## src/rtl/seg_scan_driver.sv

```systemverilog
`default_nettype none
// ============================================================================
// Module   : seg_scan_driver
// Brief    : Time-multiplexed N-digit common-anode 7-segment scan driver with
//            double-buffered digits, hex/dec decode, blanking and blinking.
// Revision : 1.0 - initial release
// ============================================================================
module seg_scan_driver #(
  parameter int NUM_DIGITS   = 4,
  parameter int REFRESH_DIV  = 100000,
  parameter int BLINK_FRAMES = 64
) (
  input  logic                    clk,
  input  logic                    rst,
  input  logic [4*NUM_DIGITS-1:0] digits_in,
  input  logic [NUM_DIGITS-1:0]   dp_in,
  input  logic                    load,
  input  logic                    hex_mode,
  input  logic                    lz_suppress,
  input  logic [NUM_DIGITS-1:0]   blank_mask,
  input  logic [NUM_DIGITS-1:0]   blink_mask,
  output logic [6:0]              seg,
  output logic                    dp,
  output logic [NUM_DIGITS-1:0]   an
);

  localparam int c_div_w = $clog2(REFRESH_DIV);
  localparam int c_idx_w = $clog2(NUM_DIGITS);
  localparam int c_frm_w = (BLINK_FRAMES > 1) ? $clog2(BLINK_FRAMES) : 1;
  localparam logic [6:0] c_dark = 7'b1111111;
  localparam logic [6:0] c_dash = 7'b0111111;
  localparam logic [NUM_DIGITS-1:0] c_an_one = {{(NUM_DIGITS-1){1'b0}}, 1'b1};

  logic [c_div_w-1:0]      r_div;
  logic [c_idx_w-1:0]      r_idx;
  logic [c_frm_w-1:0]      r_frame;
  logic                    r_blink_on;
  logic [4*NUM_DIGITS-1:0] r_pend_digits;
  logic [NUM_DIGITS-1:0]   r_pend_dp;
  logic                    r_pend_valid;
  logic [4*NUM_DIGITS-1:0] r_act_digits;
  logic [NUM_DIGITS-1:0]   r_act_dp;
  logic [6:0]              r_seg;
  logic                    r_dp;
  logic [NUM_DIGITS-1:0]   r_an;

  logic                    w_slot_end;
  logic                    w_frame_end;
  logic [4*NUM_DIGITS-1:0] w_upper;
  logic [3:0]              w_nib;
  logic                    w_lz_dark;
  logic                    w_dark;
  logic [6:0]              w_seg;

  assign w_slot_end  = (r_div == c_div_w'(REFRESH_DIV - 1));
  assign w_frame_end = w_slot_end && (r_idx == c_idx_w'(NUM_DIGITS - 1));

  always_ff @(posedge clk) begin
    if (rst) begin
      r_div      <= '0;
      r_idx      <= '0;
      r_frame    <= '0;
      r_blink_on <= 1'b1;
    end else begin
      if (w_slot_end) begin
        r_div <= '0;
        r_idx <= w_frame_end ? '0 : r_idx + c_idx_w'(1);
      end else begin
        r_div <= r_div + c_div_w'(1);
      end
      if (w_frame_end) begin
        if (r_frame == c_frm_w'(BLINK_FRAMES - 1)) begin
          r_frame    <= '0;
          r_blink_on <= ~r_blink_on;
        end else begin
          r_frame <= r_frame + c_frm_w'(1);
        end
      end
    end
  end

  // A load coinciding with the frame boundary lands in pending only; active
  // takes the previous pending value so a frame never mixes two loads.
  always_ff @(posedge clk) begin
    if (rst) begin
      r_pend_digits <= '0;
      r_pend_dp     <= '0;
      r_pend_valid  <= 1'b0;
      r_act_digits  <= '0;
      r_act_dp      <= '0;
    end else begin
      if (w_frame_end && r_pend_valid) begin
        r_act_digits <= r_pend_digits;
        r_act_dp     <= r_pend_dp;
      end
      if (load) begin
        r_pend_digits <= digits_in;
        r_pend_dp     <= dp_in;
        r_pend_valid  <= 1'b1;
      end else if (w_frame_end) begin
        r_pend_valid <= 1'b0;
      end
    end
  end

  // Nibbles at and above the scanned digit; all-zero means a leading zero.
  assign w_upper   = r_act_digits >> {r_idx, 2'b00};
  assign w_nib     = w_upper[3:0];
  assign w_lz_dark = lz_suppress && (r_idx != '0) && (w_upper == '0);
  assign w_dark    = blank_mask[r_idx] || (blink_mask[r_idx] && !r_blink_on) || w_lz_dark;

  always_comb begin
    w_seg = c_dark;
    case (w_nib)
      4'h0: w_seg = 7'b1000000;
      4'h1: w_seg = 7'b1111001;
      4'h2: w_seg = 7'b0100100;
      4'h3: w_seg = 7'b0110000;
      4'h4: w_seg = 7'b0011001;
      4'h5: w_seg = 7'b0010010;
      4'h6: w_seg = 7'b0000010;
      4'h7: w_seg = 7'b1111000;
      4'h8: w_seg = 7'b0000000;
      4'h9: w_seg = 7'b0010000;
      4'hA: w_seg = hex_mode ? 7'b0001000 : c_dash;
      4'hB: w_seg = hex_mode ? 7'b0000011 : c_dash;
      4'hC: w_seg = hex_mode ? 7'b1000110 : c_dash;
      4'hD: w_seg = hex_mode ? 7'b0100001 : c_dash;
      4'hE: w_seg = hex_mode ? 7'b0000110 : c_dash;
      4'hF: w_seg = hex_mode ? 7'b0001110 : c_dash;
      default: w_seg = c_dark;
    endcase
  end

  always_ff @(posedge clk) begin
    if (rst || w_dark) begin
      r_an  <= '1;
      r_seg <= c_dark;
      r_dp  <= 1'b1;
    end else begin
      r_an  <= ~(c_an_one << r_idx);
      r_seg <= w_seg;
      r_dp  <= ~r_act_dp[r_idx];
    end
  end

  assign seg = r_seg;
  assign dp  = r_dp;
  assign an  = r_an;

endmodule
`default_nettype wire

```

## config.mk

```make
export PLATFORM = sky130hd
export DESIGN_NAME = seg_scan_driver
export DESIGN_NICKNAME = d
export VERILOG_FILES = /design/src/rtl/seg_scan_driver.sv
export SDC_FILE = /design/constraint.sdc
export NUM_CORES = 1
export LEC_CHECK = 0
export ABC_CLOCK_PERIOD_IN_PS = 2770
export CAP_MARGIN = 20
export CORE_MARGIN = 1.5
export CORE_UTILIZATION = 44
export DETAILED_ROUTE_END_ITERATION = 7
export PLACE_DENSITY = 0.63
export SYNTH_ARGS = -nofsm -noshare
export SYNTH_HDL_FRONTEND = slang
export SYNTH_SLANG_ARGS = --single-unit
```

## constraint.sdc

```tcl
create_clock -name clk -period 2.77 [get_ports clk]
set_clock_uncertainty 0.1 [all_clocks]
set_input_delay 0.277 -clock clk [delete_from_list [all_inputs] [get_ports clk]]
set_output_delay 0.277 -clock clk [all_outputs]
set_load 0.005 [all_outputs]
```

==> results.sh <==
export IMPL_status="finished, final reports clean"
export IMPL_cp_end_kind="register"
export IMPL_rsz0062_at_grt="no"
export IMPL_worst_hold_slack_ps=179.3
export IMPL_synthArstFlopShare=0
export IMPL_place_congestion=0.8198
export IMPL_clk_pin_slew_ps=70
export IMPL_cts_tree="yes"
export IMPL_routed_wl_um=6721
export IMPL_power_switching_mw=0.4433
export IMPL_top_layer="met4"
export IMPL_grt_pass1_vias=2494
export IMPL_hpwl_um=4762
export IMPL_ys_seq_elements=79
export IMPL_synth_distinct_cells=46
export IMPL_area_growth_pct=19.35
export IMPL_synth_edf_count=0
export IMPL_grt_max_degree=45
export IMPL_die_width_um=91.83
export IMPL_synth_area_mm2=0.003472
export IMPL_wl_met2_um=2945
export IMPL_wl_met1_um=3380
export IMPL_layout_commonest_cell="dfxtp_1"
export IMPL_arrival_ps=2390
export IMPL_final_setup_viol_count=0
export IMPL_wl_met3_um=279
export IMPL_power_density_mw_per_mm2=486.0
export IMPL_cts_made_buffers=9
export IMPL_syn_area_per_cell_um2=9.334
export IMPL_fmax_mhz=432.8
export IMPL_die_y_um=91.83
export IMPL_p_seq_frac=0.584
export IMPL_critical_path_class="reg -> reg"
export IMPL_finalNetCount=451
export IMPL_antenna_found_initial=0
export IMPL_ys_seq_area_frac=0.4555
export IMPL_regArea_mm2=0.001582
export IMPL_hold_violations=0
export IMPL_drive_above_1_share=0.1280
export IMPL_final_cells=516
export IMPL_pwr_share_clk=0.352
export IMPL_post_route_period_util=0.8341
export IMPL_initial_core_util=0.4517
export IMPL_ant_nets=0
export IMPL_synth_top_area_cell="dfxtp_1"
export IMPL_vias_per_cell=5.076
export IMPL_clock_path_buffers=2
export IMPL_peakVddDrop_mv=0.2667
export IMPL_drtIter0Drc=110
export IMPL_h_tree_depth=3
export IMPL_vias=2619
export IMPL_slew_viol_final=0
export IMPL_fin_tns_setup_ps=0
export IMPL_coreArea_mm2=0.007687
export IMPL_grt_pass1_wl_um=11680
export IMPL_r2r_slack_ps=460
export IMPL_slew_headroom=0.5697
export IMPL_drv_cap=0
export IMPL_rows=32
export IMPL_wl_per_cell_um=13.03
export IMPL_final_cell_mix="79 x dfxtp_1, 64 x nand2_1, 46 x nor2_1, 43 x clkdlybuf4s50_1, 23 x mux2i_1"
export IMPL_num_antenna_cells=0
export IMPL_first_pass_iters=4
export IMPL_comb_power_share=0.063
export IMPL_start_kind="register"
export IMPL_dp_cells=503
export IMPL_gr_usage_all_layers=0.1725
export IMPL_power_leakage_nw=1.507
export IMPL_post_route_util=0.5391
export IMPL_yosys_most_used_dff="dfxtp_1"
export IMPL_die_area_mm2=0.008433
export IMPL_synth_top_area_frac=0.4555
export IMPL_worstMarginPinSlew_ps=645.4
export IMPL_p_sw_frac=0.2201
export IMPL_crit_fanout=12
export IMPL_cts_sinks=79
export IMPL_yosysWarnings=0
export IMPL_io_pins=45
export IMPL_worstPathRequired_ps=2850
export IMPL_multi_input_area_mm2=0.001773
export IMPL_nFillCells=730
export IMPL_clockRootBuffer="clkbuf_8"
export IMPL_synth_area_leaders="dfxtp_1 46%, nand2_1 6.9%, mux2i_1 6.6%"
export IMPL_hold_path_class="in -> reg"
export IMPL_synth_fp_nets=411
export IMPL_intPower_mw=1.571
export IMPL_period_minus_slack_ps=2311
export IMPL_portBuffers=44
export IMPL_rr_worst_depth=5
export IMPL_syn_inst=372
export IMPL_grt_overflow_total=0
export IMPL_whs_path_depth=2
export IMPL_drc=0
export IMPL_clk_insertion_delay_late_ps=340
-- power by group through the flow --
stage / combinational, mW / clock, mW / sequential (mW)
finish: 0.128 / 0.710 / 1.18
global route: 0.140 / 0.774 / 1.18
CTS: 0.128 / 0.726 / 1.18
detailed placement: 0.128 / 0 / 1.20
global placement: 0.126 / 0 / 1.20
floorplan: 0.0621 / 0 / 1.20
-- final timing paths --
kind                    from               to
max                 r_idx[1]           seg[3]
min                      rst       r_frame[4]
max reg2reg         r_idx[1]           seg[3]
min reg2reg  r_act_digits[0]  r_act_digits[0]
-- cell usage after synthesis (5+ instances only) --
cell type and count:
dfxtp_1 79, nand2_1 64, nor2_1 46, mux2i_1 23, a21oi_1 16, a21oi_2 15
xor2_1 11, clkbuf_1 10, nand3_1 10, o21ai_0 10, mux4_2 7, ha_1 6
inv_1 5, nand4_1 5, xnor2_1 5
-- registers in the layout, indices dropped and copies added (netlist names) --
register       flops
r_blink_on         1
seg                7
r_div             17
r_act_dp           4
r_pend_dp          4
an                 4
r_pend_valid       1
r_act_digits      16
r_pend_digits     16
r_idx              2
dp                 1
r_frame            6
-- metrics by stage --
stage,cell area (um^2),setup slack (ps),total power [mW]
after global placement,3980,149.7,1.329
final,4144,459.4,2.014
after detailed placement,3980,106.9,1.331
after CTS,4131,76.92,2.031
after floorplan,3472,571.7,1.262
after global routing,4144,215.8,2.094
-- cell type report --
cell class,instances,area share
Multi-Input combinational cell,265,0.4278
Inverter,6,0.005435
Tap cell,102,0.03080
Timing Repair Buffer,51,0.1178
Clock buffer,11,0.03412
Clock inverter,2,0.002415
Sequential cell,79,0.3816
-- kinds of logic after synthesis --
| family | share of synthesized area |
|---|---|
| compound gates | 0.1182 |
| xor+xnor | 0.04036 |
| fa+ha+maj | 0.02162 |
| buf+inv | 0.03748 |
| flops | 0.4555 |
| mux | 0.1117 |
| simple gates | 0.2151 |
-- critical path, stage by stage, from the launching register on --
cell,delay (ps)
dfxtp_1,600
mux4_2,420
or2_4,190
a2111oi_4,60
a2111oi_4,600
o2111ai_1,190
-- timing repair --
| action | in CTS | in global routing |
|---|---|---|
| setup endpoints to repair | 0 | 8 |
| gates resized for setup | 0 | 1 |
| setup buffers | 0 | 0 |
| hold buffers | 0 | 0 |
-- metal layers --
layer | global-route usage | up-vias
met5 | 0 | -
met4 | 0.07308 | 0
met3 | 0.03068 | 11
met1 | 0.2343 | 1192
li1 | - | 1358
met2 | 0.2699 | 58
No activity file was read; power rests on OpenSTA's default activity.
